File: config.mk
export PLATFORM = sky130hd
export DESIGN_NAME = lagarto_l15_req_queue
export DESIGN_NICKNAME = d
export VERILOG_FILES = /design/src/rtl/lagarto_l15_pkg.sv /design/src/rtl/lagarto_l15_fifo.sv /design/src/rtl/lagarto_l15_req_queue.sv
export SDC_FILE = /design/constraint.sdc
export NUM_CORES = 1
export LEC_CHECK = 0
export ABC_AREA = 1
export BUFFER_PORTS_ARGS = -buffer_cell sky130_fd_sc_hd__buf_2
export CAP_MARGIN = 20
export CORE_ASPECT_RATIO = 0.7
export CORE_MARGIN = 1
export CORE_UTILIZATION = 60
export DETAILED_ROUTE_END_ITERATION = 12
export GPL_ROUTABILITY_DRIVEN = 0
export PLACE_DENSITY = 0.92
export SLEW_MARGIN = 5
export SYNTH_ARGS = -nofsm -noshare
export SYNTH_HDL_FRONTEND = slang
export SYNTH_SLANG_ARGS = --single-unit
export TNS_END_PERCENT = 5
File: constraint.sdc
create_clock -name clk_i -period 3.25 [get_ports clk_i]
set_clock_uncertainty 0.05 [all_clocks]
set_input_delay 0.1625 -clock clk_i [delete_from_list [all_inputs] [get_ports clk_i]]
set_output_delay 0.1625 -clock clk_i [all_outputs]
set_load 0.005 [all_outputs]
File: src/rtl/lagarto_l15_pkg.sv
// Shared types and widths for the Lagarto-to-L15 request path.
// The packed queue entry carries a fixed L15_ADDR_W address; narrower AddrWidth values are zero-extended.
package lagarto_l15_pkg;

   localparam int unsigned L15_RQTYPE_W = 5;
   localparam int unsigned L15_SIZE_W   = 3;
   localparam int unsigned L15_ADDR_W   = 40;
   localparam int unsigned L15_DATA_W   = 64;

   typedef struct packed {
      logic [L15_RQTYPE_W-1:0] rqtype;
      logic                    nc;
      logic [L15_SIZE_W-1:0]   size;
      logic                    threadid;
      logic [L15_ADDR_W-1:0]   address;
      logic [L15_DATA_W-1:0]   data;
   } l15_q_entry_t;

   // Pointer width for a power-of-2 FIFO: index bits plus one wrap bit
   function automatic int unsigned l15_ptr_w(input int unsigned depth);
      return $clog2(depth) + 1;
   endfunction

endpackage

File: src/rtl/lagarto_l15_fifo.sv
// Depth-entry FIFO of L15 request entries; wrap-bit pointers separate full from empty.
// Head entry is read combinationally from storage; there is no write-to-read bypass.
module lagarto_l15_fifo
   import lagarto_l15_pkg::*;
#(
   parameter int unsigned Depth = 4
) (
   input  logic         clk_i,
   input  logic         reset_l,
   input  logic         push,
   input  logic         pop,
   input  l15_q_entry_t wdata,
   output l15_q_entry_t rdata,
   output logic         full,
   output logic         empty
);

   localparam int unsigned PtrW = l15_ptr_w(Depth);
   localparam int unsigned IdxW = PtrW - 1;

   l15_q_entry_t mem [Depth];
   logic [PtrW-1:0] wr_ptr;
   logic [PtrW-1:0] rd_ptr;
   logic            do_push;
   logic            do_pop;

   assign empty   = (wr_ptr == rd_ptr);
   assign full    = (wr_ptr[PtrW-1] != rd_ptr[PtrW-1]) &&
                    (wr_ptr[IdxW-1:0] == rd_ptr[IdxW-1:0]);
   assign do_push = push & ~full;
   assign do_pop  = pop & ~empty;
   assign rdata   = mem[rd_ptr[IdxW-1:0]];

   always_ff @(posedge clk_i or negedge reset_l) begin
      if (!reset_l) begin
         wr_ptr <= '0;
         rd_ptr <= '0;
      end else begin
         if (do_push) wr_ptr <= wr_ptr + PtrW'(1);
         if (do_pop)  rd_ptr <= rd_ptr + PtrW'(1);
      end
   end

   // Storage is cleared so head fields read as zero out of reset
   always_ff @(posedge clk_i or negedge reset_l) begin
      if (!reset_l) begin
         for (int i = 0; i < int'(Depth); i++) mem[i] <= '0;
      end else if (do_push) begin
         mem[wr_ptr[IdxW-1:0]] <= wdata;
      end
   end

endmodule

File: src/rtl/lagarto_l15_req_queue.sv
// Request buffer between the Lagarto core and the OpenPiton L1.5 request port, with an outstanding cap.
// Optional perf counters are enabled by defining LAGARTO_L15_REQ_QUEUE_PERF_EN.
module lagarto_l15_req_queue
   import lagarto_l15_pkg::*;
#(
   parameter int unsigned Depth          = 4,
   parameter int unsigned MaxOutstanding = 8,
   parameter int unsigned AddrWidth      = 40
) (
   input  logic                    clk_i,
   input  logic                    reset_l,
   input  logic                    core_req_val_i,
   input  logic [L15_RQTYPE_W-1:0] core_req_rqtype_i,
   input  logic                    core_req_nc_i,
   input  logic [L15_SIZE_W-1:0]   core_req_size_i,
   input  logic                    core_req_threadid_i,
   input  logic [AddrWidth-1:0]    core_req_address_i,
   input  logic [63:0]             core_req_data_i,
   output logic                    core_req_rdy_o,
   output logic                    l15_val_o,
   output logic [L15_RQTYPE_W-1:0] l15_rqtype_o,
   output logic                    l15_nc_o,
   output logic [L15_SIZE_W-1:0]   l15_size_o,
   output logic                    l15_threadid_o,
   output logic [AddrWidth-1:0]    l15_address_o,
   output logic [63:0]             l15_data_o,
   input  logic                    l15_ack_i,
   input  logic                    l15_rtrn_val_i,
   output logic                    idle_o,
   output logic                    err_o
`ifdef LAGARTO_L15_REQ_QUEUE_PERF_EN
   ,
   output logic [31:0]             perf_issued_o,
   output logic [31:0]             perf_full_stall_o,
   output logic [31:0]             perf_cap_stall_o
`endif
);

   localparam int unsigned OutW = $clog2(MaxOutstanding + 1);
   localparam logic [OutW-1:0] OutMax = OutW'(MaxOutstanding);

   l15_q_entry_t    wentry;
   l15_q_entry_t    head;
   logic            full;
   logic            empty;
   logic            push;
   logic            pop;
   logic            rst_done;
   logic            err_q;
   logic            err_set;
   logic [OutW-1:0] outstanding;
   logic [OutW-1:0] outstanding_nxt;
   logic            at_cap;

   always_comb begin
      wentry          = '0;
      wentry.rqtype   = core_req_rqtype_i;
      wentry.nc       = core_req_nc_i;
      wentry.size     = core_req_size_i;
      wentry.threadid = core_req_threadid_i;
      wentry.address  = L15_ADDR_W'(core_req_address_i);
      wentry.data     = core_req_data_i;
   end

   lagarto_l15_fifo #(
      .Depth (Depth)
   ) u_fifo (
      .clk_i   (clk_i),
      .reset_l (reset_l),
      .push    (push),
      .pop     (pop),
      .wdata   (wentry),
      .rdata   (head),
      .full    (full),
      .empty   (empty)
   );

   // Ready is held low until the first clock after reset release
   always_ff @(posedge clk_i or negedge reset_l) begin
      if (!reset_l) rst_done <= 1'b0;
      else          rst_done <= 1'b1;
   end

   assign at_cap         = (outstanding == OutMax);
   assign core_req_rdy_o = rst_done & ~full;
   assign l15_val_o      = ~empty & (outstanding < OutMax);
   assign push           = core_req_val_i & core_req_rdy_o;
   assign pop            = l15_val_o & l15_ack_i;
   assign idle_o         = empty & (outstanding == '0);
   assign err_o          = err_q;

   assign l15_rqtype_o   = head.rqtype;
   assign l15_nc_o       = head.nc;
   assign l15_size_o     = head.size;
   assign l15_threadid_o = head.threadid;
   assign l15_address_o  = AddrWidth'(head.address);
   assign l15_data_o     = head.data;

   // A return with nothing outstanding is dropped; a same-cycle pop is still counted
   always_comb begin
      outstanding_nxt = outstanding;
      unique case ({pop, l15_rtrn_val_i})
         2'b10:   outstanding_nxt = outstanding + OutW'(1);
         2'b01:   outstanding_nxt = (outstanding == '0) ? '0 : outstanding - OutW'(1);
         2'b11:   outstanding_nxt = (outstanding == '0) ? OutW'(1) : outstanding;
         default: outstanding_nxt = outstanding;
      endcase
   end

   assign err_set = (l15_ack_i & ~l15_val_o) | (l15_rtrn_val_i & (outstanding == '0));

   always_ff @(posedge clk_i or negedge reset_l) begin
      if (!reset_l) begin
         outstanding <= '0;
         err_q       <= 1'b0;
      end else begin
         outstanding <= outstanding_nxt;
         err_q       <= err_q | err_set;
      end
   end

`ifdef LAGARTO_L15_REQ_QUEUE_PERF_EN
   logic [31:0] issued_q;
   logic [31:0] full_stall_q;
   logic [31:0] cap_stall_q;

   // Saturating event counters
   always_ff @(posedge clk_i or negedge reset_l) begin
      if (!reset_l) begin
         issued_q     <= '0;
         full_stall_q <= '0;
         cap_stall_q  <= '0;
      end else begin
         if (pop && issued_q != '1)
            issued_q <= issued_q + 32'd1;
         if (core_req_val_i && !core_req_rdy_o && full_stall_q != '1)
            full_stall_q <= full_stall_q + 32'd1;
         if (!empty && at_cap && cap_stall_q != '1)
            cap_stall_q <= cap_stall_q + 32'd1;
      end
   end

   assign perf_issued_o     = issued_q;
   assign perf_full_stall_o = full_stall_q;
   assign perf_cap_stall_o  = cap_stall_q;
`else
   logic unused_at_cap;
   assign unused_at_cap = at_cap;
`endif

endmodule

==> summary.md <==
| Metric | Value |
|---|---|
| Maximum clock rate | 331 MHz |
| Synth cell count leaders | sky130_fd_sc_hd__nand2_1, sky130_fd_sc_hd__dfrtp_1, sky130_fd_sc_hd__nor2_1 |
| Compound-Gate Fraction of Synth Area | 9.18% |
| Number of flops mapped to enable cells by yosys | 0 |
| Mux cell area share after synthesis | 0% |
| Cell area after synthesis | 20,900 um^2 |
| Global-route wire length before repair | 104 mm |
| H-tree levels | 2 |
| Worst hold margin | 0.169 ns |
| Tmin final | 3.02 ns |
| Count of buffers added by post-CTS timing repair for setup | 0 |
| Clk root buf | sky130_fd_sc_hd__clkbuf_16 |
| Multi-input gate area in the final layout | 8340 um^2 |
| Register clock-pin slew on the reported worst setup and hold paths | 0.07 ns |
| WP data arrival | 2.81 ns |
| Most frequently used cell type in the post-synthesis netlist | sky130_fd_sc_hd__nand2_1 |
| Master of the slowest instance on the critical path | sky130_fd_sc_hd__buf_4 |
| Arithmetic-cell share of the synthesized area counting full adders, half adders and majority gates | 0.540% |
| Clock buffer count from CTS | 43 |
| Buf/Inv on CP | 4 |
| NumNets Final | 3,084 |
| Top cell type by total area after synthesis | sky130_fd_sc_hd__dfrtp_1 |
| Slack of the worst reg-to-reg path | 0.72 ns |
| Post-synth net total | 2,815 |
| Top area cells in the synthesized netlist | sky130_fd_sc_hd__dfrtp_1, sky130_fd_sc_hd__nand2_1, sky130_fd_sc_hd__o21ai_0 |
| Total net switching power | 10.4 mW |
| Clk_lat worst skew | 0.55 ns |
| CTS tree | built |
| Depth of the critical timing path with buffers and inverters included | 6 |
| Number of distinct library cells after synthesis | 26 |
| Post-place setup slack | 0.759 ns |
| Count of fill cells added during filler insertion | 2,246 |
| Critical Path Start | u_fifo.rd_ptr[1]$_DFFE_PN0P_ |
| Sequential Power Share | 39.2% |
| Critical path required time | 3.04 ns |
| Sink count of the clock tree | 468 |
| Number of flip-flops and latches in the synthesized netlist | 468 |
| Share of the core filled with cells | 74.1% |
| Total power | 26.0 mW |
| Antenna Violating Nets Remaining | 0 |
| Via count of the first global-routing pass | 20,700 |
| Share of power burned in the clock network | 21.1% |
| Starting Density | 61.7% |
| Combinational family with the most area after synthesis | simple AND/OR/NAND/NOR gates |
| Switching share of power | 40.1% |
| Number of port buffers | 236 |
| Number of failing setup endpoints in the final timing report | 0 |
| Portion of the post-synthesis area used by sequential elements | 56.1% |
| Warnings from Yosys | 0 |
| Overflow left after global routing | 0 |
| Area taken by flip-flops and latches | 11,700 um^2 |
| Maximum capacitance violations | 0 |
| Cell total after placement | 3,257 |
| Max-slew violation total from the final report | 0 |
| DP HPWL | 34.8 mm |
| Comb power frac | 39.7% |
| Class of the most critical hold timing path | in2reg |
| Async set or reset register ratio after synthesis | 100% |
| Starting DRT DRC Count | 2,943 |
| Core Region | 33,800 um^2 |
| Synth Area per Inst | 7.77 um^2 |
| Fraction of final layout cells sized beyond drive strength 1 | 12.1% |
| Worst-case vdd ir drop | 0.682 mV |
| Avg Vias per Cell | 5.96 |
| All-layer global routing usage | 36.9% |
| Detailed-routing iteration count for the pre-antenna-repair pass | 6 |
| Critical path's largest stage delay | 0.60 ns |
| Final Hold Vio Count | 0 |
| Category of the most critical setup path | reg2out |
| Final clock period utilization by the worst path | 92.9% |
| Aggregate negative setup slack | 0 ns |
| PnR worst setup slack | 0.232 ns |
| Crit path launch type | flip-flop |
| Initial antenna violation count | 4 |
| R2R Path Start | u_fifo.rd_ptr[0]$_DFFE_PN0P_ |
| Final cell count without fillers | 3,457 |
| Average wire per standard cell | 18.8 um |
| Clock buffer depth | 3 |
| Area share of the leading cell type in the synthesized netlist | 56.1% |
| Layout Cell Area excl Fill | 25,100 um^2 |
| Measured slew at the worst slew-check pin | 1.03 ns |
| Y dimension of the die | 158 um |
| Relative slew slack | 31.1% |
| Post-detailed-route DRC marker count | 0 |
| Unrepaired setup endpoints after global routing | no |
| Routed vias | 20,600 |
| CP delay by family, top | buffers and inverters |
| Worst path cell trace | clkinv_2, buf_6, buf_4, o21ai_0, o22ai_1, buf_2 |
| Leakage | 13.4 nW |
| Aggregate routed wire length | 65.1 mm |
| Int Pwr | 15.6 mW |
| Worst setup path end | l15_address_o[14] |
| Die extent in x | 225 um |
| Number of standard cells after synthesis | 2,687 |
| Length in cells of the worst reg-to-reg path | 11 |
| Pwr per Cell Area | 1040 nW/um^2 |
| Most frequently used flop master after synthesis | sky130_fd_sc_hd__dfrtp_1 |
| Sort of element at the end of the critical path | primary output |
| Largest driver fanout on the critical path | 64 |
| Total die area | 35,500 um^2 |
| Area grow syn2layout | 20.2% |
| Std cell rows | 56 |
| Area share of xor/xnor cells in the synthesized design | 0.126% |
| Post-synthesis simple-gate area fraction | 30.1% |
| Pin count of the biggest net entering global routing | 231 |
| Area of placed instances | 22,400 um^2 |
| I/O pin total | 237 |
| Outcome | finished, final reports clean |
| Endpoint of the worst register-to-register path | outstanding[2]$_DFFE_PN0P_ |
-- cell families after synthesis --
logic type / after synthesis
compound gates: 353
xor+xnor: 3
fa+ha+maj: 9
buf+inv: 198
flops: 468
other cells: 1
simple gates: 1655
-- state kept, by name, indices dropped and copies added (netlist names) --
name	cells
rst_done	1
err_o	1
u_fifo.rd_ptr	3
u_fifo.wr_ptr	3
u_fifo.mem	456
outstanding	4
-- metal layers --
metal / track usage (%) / wire length, um
met3: 8.67 / 7840
met1: 47.1 / 24400
met4: 19.2 / 2570
met2: 59.2 / 30400
met5: 0 / 0
-- worst min path at each step --
stage | from | to | slack, ns | depth (start not counted)
2_1_floorplan | reset_l | err_o$_DFF_PN0_ | -0.18 | 0
3_3_place_gp | reset_l | u_fifo.mem[88]$_DFFE_PN0P_ | 0.22 | 1
3_5_place_dp | reset_l | u_fifo.mem[88]$_DFFE_PN0P_ | 0.23 | 1
4_1_cts | l15_rtrn_val_i | outstanding[0]$_DFFE_PN0P_ | 0.14 | 6
5_1_grt | l15_rtrn_val_i | outstanding[0]$_DFFE_PN0P_ | 0.20 | 6
6_report | l15_rtrn_val_i | outstanding[0]$_DFFE_PN0P_ | 0.17 | 6
-- tightest hold or removal path, stage by stage --
cell	delay, ns
sky130_fd_sc_hd__buf_2	0.13
sky130_fd_sc_hd__ha_1	0.17
sky130_fd_sc_hd__inv_1	0.07
sky130_fd_sc_hd__nand3_1	0.07
sky130_fd_sc_hd__o21ai_0	0.07
sky130_fd_sc_hd__inv_1	0.06
-- cells in the final DEF (no fill, tap or decap), drive strengths merged --
| master | n |
|---|---|
| nand2 | 1401 |
| or2 | 1 |
| nor2 | 240 |
| nand4 | 4 |
| clkinvlp | 1 |
| conb | 1 |
| inv | 24 |
| clkbuf | 63 |
| o21ai | 234 |
| buf | 279 |
| dlygate4sd3 | 118 |
| diode | 4 |
| a31oi | 2 |
| clkinv | 9 |
| a21oi | 1 |
| bufinv | 6 |
| nand3 | 9 |
| o211ai | 1 |
| xor2 | 2 |
| ha | 9 |
| dfrtp | 468 |
| xnor2 | 1 |
| o22ai | 115 |
-- power by group through the flow --
stage | logic, mW | clock network, mW | registers [mW]
CTS | 10.0 | 5.53 | 10.0
finish | 10.3 | 5.50 | 10.2
global route | 11.4 | 5.76 | 10.4
floorplan | 6.35 | 0 | 9.62
detailed placement | 9.80 | 0 | 10.0
global placement | 9.34 | 0 | 9.94
-- cell type report --
type	count	share of cell area [%]
flip-flops and latches	468	46.7
multi-input cells	2021	33.2
repair buffers	397	11.2
clock buffers	63	5.20
well taps	464	2.31
clock inverters	15	0.907
inverters	25	0.399
diodes	4	0.0399
-- what timing repair did --
item	4_1_cts	5_1_grt
hold endpoints to repair	551	0
hold buffers	118	0
setup endpoints to repair	0	4
resized for setup	0	1
(Power assumes the default switching activity.)
